[src/rtl/array_ops_pkg.sv]
// Shared types and constants for the 2D array blocks: the traversal-order
// encoding and the serializer FSM state.
package array_ops_pkg;

    typedef logic [1:0] tile_order_t;

    localparam tile_order_t ORDER_ROW       = 2'd0;
    localparam tile_order_t ORDER_COL       = 2'd1;
    localparam tile_order_t ORDER_SPLIT_COL = 2'd2;
    localparam tile_order_t ORDER_REV_ROW   = 2'd3;

    typedef enum logic {
        S_IDLE,
        S_STREAM
    } ser_state_t;

endpackage

[src/rtl/array_tile_serializer_if.sv]
// Tile-in / beat-out bundle of the tile serializer. Both sides are
// valid/ready: a transfer happens on a rising edge where valid & ready are
// both high; valid never waits on ready, and payload is held while stalled.
interface array_tile_serializer_if
    import array_ops_pkg::*;
#(
    parameter int BIT_WIDTH = 4,
    parameter int ROWS      = 8,
    parameter int COLS      = 8,
    parameter int LANES     = 4
);
    logic [ROWS-1:0][COLS-1:0][BIT_WIDTH-1:0] in;
    tile_order_t                              in_mode;
    logic                                     in_valid;
    logic                                     in_ready;
    logic [LANES*BIT_WIDTH-1:0]               out_data;
    logic                                     out_valid;
    logic                                     out_ready;
    logic                                     out_last;
    logic                                     busy;

    modport master (
        output in, in_mode, in_valid, out_ready,
        input  in_ready, out_data, out_valid, out_last, busy
    );

    modport slave (
        input  in, in_mode, in_valid, out_ready,
        output in_ready, out_data, out_valid, out_last, busy
    );
endinterface

[src/rtl/tile_order_addr_gen.sv]
// Combinational traversal-order decoder: maps a linear position to the
// (row, col) of the tile element visited at that position.
module tile_order_addr_gen
    import array_ops_pkg::*;
#(
    parameter int ROWS     = 8,
    parameter int COLS     = 8,
    parameter int SUB_ROWS = 4,
    parameter int PW       = $clog2(ROWS*COLS) + 1
) (
    input  tile_order_t   mode,
    input  logic [PW-1:0] pos,
    output logic [PW-1:0] row,
    output logic [PW-1:0] col
);
    // Divisor for the lower split block; never used when SUB_ROWS == ROWS.
    localparam int R2     = ROWS - SUB_ROWS;
    localparam int R2_DIV = (R2 > 0) ? R2 : 1;

    localparam logic [PW-1:0] ROWS_W     = PW'(ROWS);
    localparam logic [PW-1:0] COLS_W     = PW'(COLS);
    localparam logic [PW-1:0] SUB_W      = PW'(SUB_ROWS);
    localparam logic [PW-1:0] R2_W       = PW'(R2_DIV);
    localparam logic [PW-1:0] SPLIT_W    = PW'(COLS*SUB_ROWS);
    localparam logic [PW-1:0] LAST_POS_W = PW'(ROWS*COLS - 1);

    logic [PW-1:0] q;
    logic [PW-1:0] rp;

    always_comb begin
        row = '0;
        col = '0;
        q   = pos - SPLIT_W;
        rp  = LAST_POS_W - pos;
        case (mode)
            ORDER_ROW: begin
                row = pos / COLS_W;
                col = pos % COLS_W;
            end
            ORDER_COL: begin
                row = pos % ROWS_W;
                col = pos / ROWS_W;
            end
            ORDER_SPLIT_COL: begin
                if (pos < SPLIT_W) begin
                    row = pos % SUB_W;
                    col = pos / SUB_W;
                end else begin
                    row = SUB_W + (q % R2_W);
                    col = q / R2_W;
                end
            end
            default: begin
                row = rp / COLS_W;
                col = rp % COLS_W;
            end
        endcase
    end
endmodule

[src/rtl/array_tile_serializer.sv]
// Holds one ROWSxCOLS tile and streams it out as LANES-element beats in the
// selected traversal order; a new tile can be taken on the last beat's edge.
module array_tile_serializer
    import array_ops_pkg::*;
#(
    parameter int BIT_WIDTH = 4,
    parameter int ROWS      = 8,
    parameter int COLS      = 8,
    parameter int SUB_ROWS  = 4,
    parameter int LANES     = 4
) (
    input  logic                    clk,
    input  logic                    rst_n,
    array_tile_serializer_if.slave  bus
);
    localparam int N_POS   = ROWS * COLS;
    localparam int N_BEATS = N_POS / LANES;
    localparam int BW      = (N_BEATS > 1) ? $clog2(N_BEATS) : 1;
    localparam int PW      = $clog2(N_POS) + 1;
    localparam int RIW     = (ROWS > 1) ? $clog2(ROWS) : 1;
    localparam int CIW     = (COLS > 1) ? $clog2(COLS) : 1;
    localparam logic [BW-1:0] LAST_BEAT = BW'(N_BEATS - 1);

    typedef logic [ROWS-1:0][COLS-1:0][BIT_WIDTH-1:0] tile_t;

    if ((N_POS % LANES) != 0) begin : g_bad_lanes
        $error("ROWS*COLS must be a multiple of LANES");
    end
    if (SUB_ROWS < 1 || SUB_ROWS > ROWS) begin : g_bad_sub_rows
        $error("SUB_ROWS must lie in 1..ROWS");
    end

    ser_state_t  state_q, state_d;
    logic [BW-1:0] beat_q, beat_d;
    tile_t       tile_q, tile_d;
    tile_order_t mode_q, mode_d;

    logic out_valid_w;
    logic out_last_w;
    logic out_hs;
    logic in_ready_w;
    logic [LANES*BIT_WIDTH-1:0] lane_data;

    always_comb begin
        state_d     = state_q;
        beat_d      = beat_q;
        tile_d      = tile_q;
        mode_d      = mode_q;
        out_valid_w = (state_q == S_STREAM);
        out_last_w  = out_valid_w && (beat_q == LAST_BEAT);
        out_hs      = out_valid_w && bus.out_ready;
        // Ready on the final handshake so tiles chain without a bubble.
        in_ready_w  = (state_q == S_IDLE) || (out_hs && out_last_w);
        case (state_q)
            S_IDLE: begin
                if (bus.in_valid) begin
                    tile_d  = bus.in;
                    mode_d  = bus.in_mode;
                    beat_d  = '0;
                    state_d = S_STREAM;
                end
            end
            default: begin
                if (out_hs) begin
                    if (!out_last_w) begin
                        beat_d = beat_q + 1'b1;
                    end else if (bus.in_valid) begin
                        tile_d = bus.in;
                        mode_d = bus.in_mode;
                        beat_d = '0;
                    end else begin
                        state_d = S_IDLE;
                    end
                end
            end
        endcase
    end

    always_ff @(posedge clk or negedge rst_n) begin
        if (!rst_n) begin
            state_q <= S_IDLE;
            beat_q  <= '0;
            tile_q  <= '0;
            mode_q  <= ORDER_ROW;
        end else begin
            state_q <= state_d;
            beat_q  <= beat_d;
            tile_q  <= tile_d;
            mode_q  <= mode_d;
        end
    end

    for (genvar l = 0; l < LANES; l++) begin : g_lane
        logic [PW-1:0] pos;
        logic [PW-1:0] row;
        logic [PW-1:0] col;
        logic          lane_unused;

        assign pos = PW'(beat_q) * PW'(LANES) + PW'(l);

        tile_order_addr_gen #(
            .ROWS     (ROWS),
            .COLS     (COLS),
            .SUB_ROWS (SUB_ROWS),
            .PW       (PW)
        ) u_addr (
            .mode (mode_q),
            .pos  (pos),
            .row  (row),
            .col  (col)
        );

        // Indices are always in range, so the upper bits carry no information.
        assign lane_unused = ^{row[PW-1:RIW], col[PW-1:CIW]};
        assign lane_data[l*BIT_WIDTH +: BIT_WIDTH] = tile_q[row[RIW-1:0]][col[CIW-1:0]];
    end

    assign bus.out_data  = out_valid_w ? lane_data : '0;
    assign bus.out_valid = out_valid_w;
    assign bus.out_last  = out_last_w;
    assign bus.in_ready  = in_ready_w;
    assign bus.busy      = (state_q == S_STREAM);
endmodule

[src/flat_wrapper.sv]
// flat-port wrapper written by rule: the top's interface ports become plain ports
module array_tile_serializer_flat import array_ops_pkg::*;
#(
    parameter int BIT_WIDTH = 4,
    parameter int ROWS      = 8,
    parameter int COLS      = 8,
    parameter int SUB_ROWS  = 4,
    parameter int LANES     = 4
)
  (clk, rst_n, bus_in, bus_in_mode, bus_in_valid, bus_out_ready, bus_in_ready, bus_out_data, bus_out_valid, bus_out_last, bus_busy);
  array_tile_serializer_if #(.BIT_WIDTH(BIT_WIDTH), .ROWS(ROWS), .COLS(COLS), .LANES(LANES)) bus_i ();
  input  logic clk;
  input  logic rst_n;
  input wire logic [$bits(bus_i.in)-1:0] bus_in;
  input wire logic [$bits(bus_i.in_mode)-1:0] bus_in_mode;
  input wire logic [$bits(bus_i.in_valid)-1:0] bus_in_valid;
  input wire logic [$bits(bus_i.out_ready)-1:0] bus_out_ready;
  output wire logic [$bits(bus_i.in_ready)-1:0] bus_in_ready;
  output wire logic [$bits(bus_i.out_data)-1:0] bus_out_data;
  output wire logic [$bits(bus_i.out_valid)-1:0] bus_out_valid;
  output wire logic [$bits(bus_i.out_last)-1:0] bus_out_last;
  output wire logic [$bits(bus_i.busy)-1:0] bus_busy;
  assign bus_i.in = bus_in;
  assign bus_i.in_mode = bus_in_mode;
  assign bus_i.in_valid = bus_in_valid;
  assign bus_i.out_ready = bus_out_ready;
  assign bus_in_ready = bus_i.in_ready;
  assign bus_out_data = bus_i.out_data;
  assign bus_out_valid = bus_i.out_valid;
  assign bus_out_last = bus_i.out_last;
  assign bus_busy = bus_i.busy;
  array_tile_serializer #(.BIT_WIDTH(BIT_WIDTH), .ROWS(ROWS), .COLS(COLS), .SUB_ROWS(SUB_ROWS), .LANES(LANES)) u_core (.clk(clk), .rst_n(rst_n), .bus(bus_i));
endmodule
[config.mk]
export PLATFORM = sky130hd
export DESIGN_NAME = array_tile_serializer_flat
export DESIGN_NICKNAME = d
export VERILOG_FILES = /design/src/rtl/array_ops_pkg.sv /design/src/rtl/array_tile_serializer_if.sv /design/src/rtl/tile_order_addr_gen.sv /design/src/rtl/array_tile_serializer.sv /design/src/flat_wrapper.sv
export SDC_FILE = /design/constraint.sdc
export NUM_CORES = 1
export LEC_CHECK = 0
export CAP_MARGIN = 0
export CORE_MARGIN = 5
export CORE_UTILIZATION = 45
export DETAILED_ROUTE_END_ITERATION = 7
export HOLD_SLACK_MARGIN = 0.1
export PLACE_DENSITY = 0.76
export REMOVE_ABC_BUFFERS = 1
export SLEW_MARGIN = 0
export SYNTH_ARGS = -nofsm -noshare
export SYNTH_HDL_FRONTEND = slang
export SYNTH_HIERARCHICAL = 1
export SYNTH_SLANG_ARGS = --single-unit
export TNS_END_PERCENT = 20
[constraint.sdc]
create_clock -name clk -period 4.85 [get_ports clk]
set_input_delay 1.455 -clock clk [delete_from_list [all_inputs] [get_ports clk]]
set_output_delay 1.455 -clock clk [all_outputs]
set_load 0.03 [all_outputs]
==> impl_metrics.tcl, run 1 <==
set metrics [dict create \
    grt_setup_unrepaired "true" \
    failed_checks "negative setup slack" \
    cts_hold_buffers 0 \
    ff2ff_path_depth 6 \
    global_route.overflow_total 0 \
    netlist_area_sq_mm 0.0192 \
    report.final.hold_viol_count 0 \
    final_critical_path_setup_slack_ps -194 \
    globalplace.congestion 0.936 \
    share_of_layout_cells_above_drive_strength_1 0.476 \
    first_global_vias 15400 \
    level_count_of_the_clock_h_tree 1 \
    detailed_route_wl_um 65000 \
    clockRootBuffer "clkbuf_16" \
    required_ps 3390 \
    pins_over_their_slew_limit 0 \
    crit_fanout 19 \
    die_x_um 216 \
    worstPathArrival_ps 3590 \
    worst_slew_pin_slew_ps 907 \
    finalCritPeriodShare 1.04 \
    critPathTopFamily "compound AO/OA/AOI/OAI gates" \
    setup.reg_to_reg.worst_slack_ps 1880 \
    highest_delay_cell_along_the_critical_path "nor2_1" \
    synth-warning-count 6 \
    start_util 0.456 \
    hpwl_um 46100 \
    report.final.setup_viol 15 \
    die-height_um 216 \
    detailedRoute.firstPassIterationCount 6 \
    antenna_violating_nets_post_route 0 \
    max_clock_freq_ghz 0.198 \
    num-fill-cells 3157 \
    grt_first_pass_wirelength_um 96900 \
    finalNetCount 1955 \
    antenna_found_initial 0 \
    fp-row-count 75 \
    path_buf_inv 3 \
    finClkSkew_ps 18.5 \
    die-area_sq_mm 0.0468 \
    timing.final.crit_period_ps 5040 \
    synth.avg_cell_area_sq_um 14.6 \
    worstSkewPairLatency_ps 580 \
    grt_max_degree 112 \
    clockBufferDepth 3 \
    syn_inst 1318 \
    tritoncts.num_buffers 29 \
    post_drt_wl_per_cell_um 28.8 \
    regArea_sq_mm 0.00659 \
    critPathMaxStageDelay_ps 580 \
    result_of_the_run "finished with violations" \
    cts_tree "built" \
    n_antenna_cell 0 \
    timing.critical_path.depth 10 \
    holdCritPathClass "reg2reg" \
    maxCapViolations 0 \
    path_cells "buf_4 -> bufbuf_16 -> or2_0 -> a21oi_1 -> a31oi_1 -> nor2_1 -> o221ai_1 -> a221oi_2 -> a31o_2 -> buf_4" \
    via_count 15200 \
    groute.usage.overall 0.268 \
    drt_drc_violations_left 0 \
    post_dp_cell_area_sq_mm 0.0231 \
    setup.worst_path.end_class "output pin" \
    drt-initial-drc-count 1932 \
    timing_worst_setup_path_type "reg2out" \
    boundaryPins 282 \
    layout-area-overhead-vs-synth_pct 31.3 \
    critical_path.most_common_cell "buf_4" \
    portBuffers 281 \
    viasPerCell 6.72 \
    clock_sinks 263 \
    holdPathStages 1 \
    worstSetupStartpointType "flip-flop" \
    worst_slew_margin_relative_to_its_limit 0.395 \
    stdcell_area_sq_mm 0.0252 \
    multiInputGateArea_sq_mm 0.0122 \
    core_area_sq_mm 0.0420 \
    clk_pin_slew_worst_paths_ps 70 \
]
## state kept, by name (all words and copies together), names as in the netlist
signal and flops:
u_core/tile_q 256, u_core/beat_q 4, u_core/bus.busy 1, u_core/mode_q 2
## layout make-up
type                            instances  area share
Tap cell                              539      0.0268
Timing Repair Buffer                  434       0.185
Clock buffer                           36      0.0327
Sequential cell                       263       0.262
Inverter                               11     0.00194
Clock inverter                         18     0.00785
Multi-Input combinational cell        953       0.484
## cell usage in the layout (no fill, tap or decap), types with 5 or more instances in the layout
cell,n
o211ai_1,20
conb_1,36
o21ai_4,9
inv_1,7
dfrtp_2,5
buf_12,36
clkbuf_16,32
clkbuf_8,7
o22ai_1,6
clkdlybuf4s50_1,264
a21oi_1,25
mux2_2,270
nor3_1,10
nand2b_1,9
nor2_1,16
a22oi_1,6
nand3_1,17
clkinv_2,7
buf_4,107
o21ai_0,5
mux4_1,19
dfrtp_1,257
buf_6,14
bufbuf_16,5
inv_6,6
nor2b_1,10
mux2i_1,72
a31oi_1,16
mux4_2,248
nand2_1,52
o21ai_2,15
## routing by layer
metal / routed length [um] / vias up / global-route usage
met3: 7810 / 205 / 0.0674
li1: - / 6115 / -
met2: 30000 / 1206 / 0.420
met5: 0 / - / 0
met4: 3060 / 0 / 0.0984
met1: 24100 / 7629 / 0.365
## what timing repair did
action,4_1_cts,5_1_grt
pin swaps,9,16
cloned,7,3
buffers inserted,21,41
resized for setup,42,37
setup endpoints to repair,16,16
## final timing paths
path,startpoint,to
setup / recovery,u_core/mode_q[1],bus_out_data[8]
hold / removal,u_core/tile_q[186],u_core/tile_q[186]
setup reg to reg,u_core/beat_q[0],u_core/tile_q[232]
hold reg to reg,u_core/tile_q[186],u_core/tile_q[186]
max in group asynchronous,rst_n,u_core/tile_q[27]
min in group asynchronous,rst_n,u_core/tile_q[229]
## metrics by stage
stage	utilization	setup TNS, ps	setup WS [ps]	std cells	hold slack [ps]
3_3_place_gp	0.549	0	313	2128	560
2_1_floorplan	-	-1192080	-5160	1227	524
4_1_cts	0.586	-1280	-138	2210	585
5_1_grt	0.599	-2040	-184	2254	598
6_report	0.599	-1390	-194	2254	581
3_5_place_dp	0.549	0	238	2128	570
Power of run 1 is left out: the tool's default activity adds up to more than one toggle a clock period on the data nets, which glitch-free logic cannot reach.
==> run 2, diff against run 1 <==
- GPL_ROUTABILITY_DRIVEN: not set -> 0
- PLACE_DENSITY: 0.76 -> 0.78
==> impl_metrics.tcl, run 2 (synthesized netlist as in run 1, its figures left out) <==
set metrics [dict create \
    min_from "u_core/tile_q[226]" \
    regArea_sq_mm 0.00659 \
    layoutNonFillerInstCount 2236 \
    tritoncts.num_buffers 29 \
    clock_sinks 263 \
    largest_reg_flops 256 \
    drt-initial-drc-count 1678 \
    worstSetupStartpointType "flip-flop" \
    detailedRoute.firstPassIterationCount 6 \
    timing_worst_setup_path_type "reg2out" \
    setup_slack_after_placement_ps 78.2 \
    first_global_vias 15900 \
    utilization 0.596 \
    multiInputGateArea_sq_mm 0.0122 \
    setup.worst_path.end_class "output pin" \
    maxCapViolations 0 \
    worst_slew_margin_relative_to_its_limit 0.496 \
    hpwl_um 46200 \
    reg_top3 "u_core/tile_q: 256 flops, u_core/beat_q: 4 flops, u_core/mode_q: 2 flops" \
    clockBufferDepth 3 \
    fp-row-count 75 \
    report.final.hold_viol_count 0 \
    antenna_found_initial 2 \
    cts_hold_buffers 0 \
    via_count 15200 \
    share_of_layout_cells_above_drive_strength_1 0.472 \
    top_register_by_number_of_flip_flops "u_core/tile_q" \
    worstSkewPairLatency_ps 590 \
    num-fill-cells 3146 \
    start_util 0.456 \
    core_area_sq_mm 0.0420 \
    finalNetCount 1940 \
    antenna_violating_nets_post_route 0 \
    groute.usage.overall 0.270 \
    detailed_route_wl_um 64700 \
    pins_over_their_slew_limit 0 \
    final_critical_path_setup_slack_ps -260 \
    grt_first_pass_wirelength_um 98200 \
    global_route.overflow_total 0 \
    required_ps 3390 \
    holdPathStages 1 \
    crit_fanout 8 \
    holdCritPathClass "reg2reg" \
    critPathLaunch "u_core/mode_q[1]" \
    layout.cells.most_common_list "269 x mux2_2, 263 x clkdlybuf4s50_1, 259 x dfrtp_1" \
    max_clock_freq_ghz 0.196 \
    die_x_um 216 \
    result_of_the_run "finished with violations" \
    worstPathArrival_ps 3660 \
    viasPerCell 6.78 \
    r2r-start "u_core/beat_q[0]" \
    drt_drc_violations_left 0 \
    ff2ff_path_depth 9 \
    grt_max_degree 115 \
    die-area_sq_mm 0.0468 \
    die-height_um 216 \
    level_count_of_the_clock_h_tree 1 \
    timing.final.crit_period_ps 5110 \
    failed_checks "negative setup slack" \
    clk_pin_slew_worst_paths_ps 70 \
    boundaryPins 282 \
    clockRootBuffer "clkbuf_16" \
    cts_tree "built" \
    grt_setup_unrepaired "true" \
    mostFrequentLayoutCell "mux2_2" \
    finClkSkew_ps 27.1 \
    report.final.setup_viol 16 \
    layout-area-overhead-vs-synth_pct 30.7 \
    dp.cells 2141 \
    finalCritPeriodShare 1.05 \
    post_drt_wl_per_cell_um 28.9 \
    portBuffers 281 \
    worst_slew_pin_slew_ps 756 \
]
run 2: layout make-up:
class,instances,share of cell area
multi-input cells,953,0.489
flip-flops and latches,263,0.263
repair buffers,419,0.180
clock buffers,39,0.0332
well taps,539,0.0269
clock inverters,11,0.00684
inverters,11,0.00165
diodes,1,0.0000998
run 2: path summary, 6_finish.rpt:
kind                                       to  slack, ps
min in group asynchronous  u_core/tile_q[137]        870
max                           bus_out_data[3]       -260
max in group asynchronous    u_core/mode_q[0]       2840
max reg2reg                u_core/tile_q[173]       2000
min reg2reg                u_core/tile_q[226]        580
min                        u_core/tile_q[226]        580
run 2: layer usage:
layer / global-route usage / vias to the layer above / share of wire
met3: 0.0797 / 285 / 0.12
met1: 0.346 / 7602 / 0.36
met4: 0.124 / 0 / 0.058
met5: 0 / - / 0
met2: 0.428 / 1200 / 0.47
li1: - / 6072 / -
run 2: worst max-delay path, stage by stage (launching register included):
cell and delay [ps]:
dfrtp_2 420, buf_6 140, bufbuf_16 270, o211ai_1 280, o21ai_4 180, buf_8 180, buf_4 140, mux4_2 400
mux2i_1 180, mux2i_1 170, a21oi_2 270, o211ai_1 200, buf_4 230
run 2: per-stage QoR:
step / hold slack, ps / setup TNS, ps / area (sq um)
2_1_floorplan: 524 / -1192080 / 18500
3_3_place_gp: 558 / 0 / 23200
3_5_place_dp: 564 / 0 / 23200
4_1_cts: 582 / -1170 / 25000
5_1_grt: 595 / -3020 / 25100
6_report: 578 / -2010 / 25100
run 2: repair_timing:
| action | CTS | global route |
|---|---|---|
| setup endpoints to repair | 16 | 16 |
| gates resized for setup | 79 | 18 |
| hold endpoints to repair | 0 | 0 |
| cloned | 7 | 0 |
| pin swaps | 22 | 7 |
| setup buffers | 35 | 2 |
Power of run 2 is left out for the same reason.
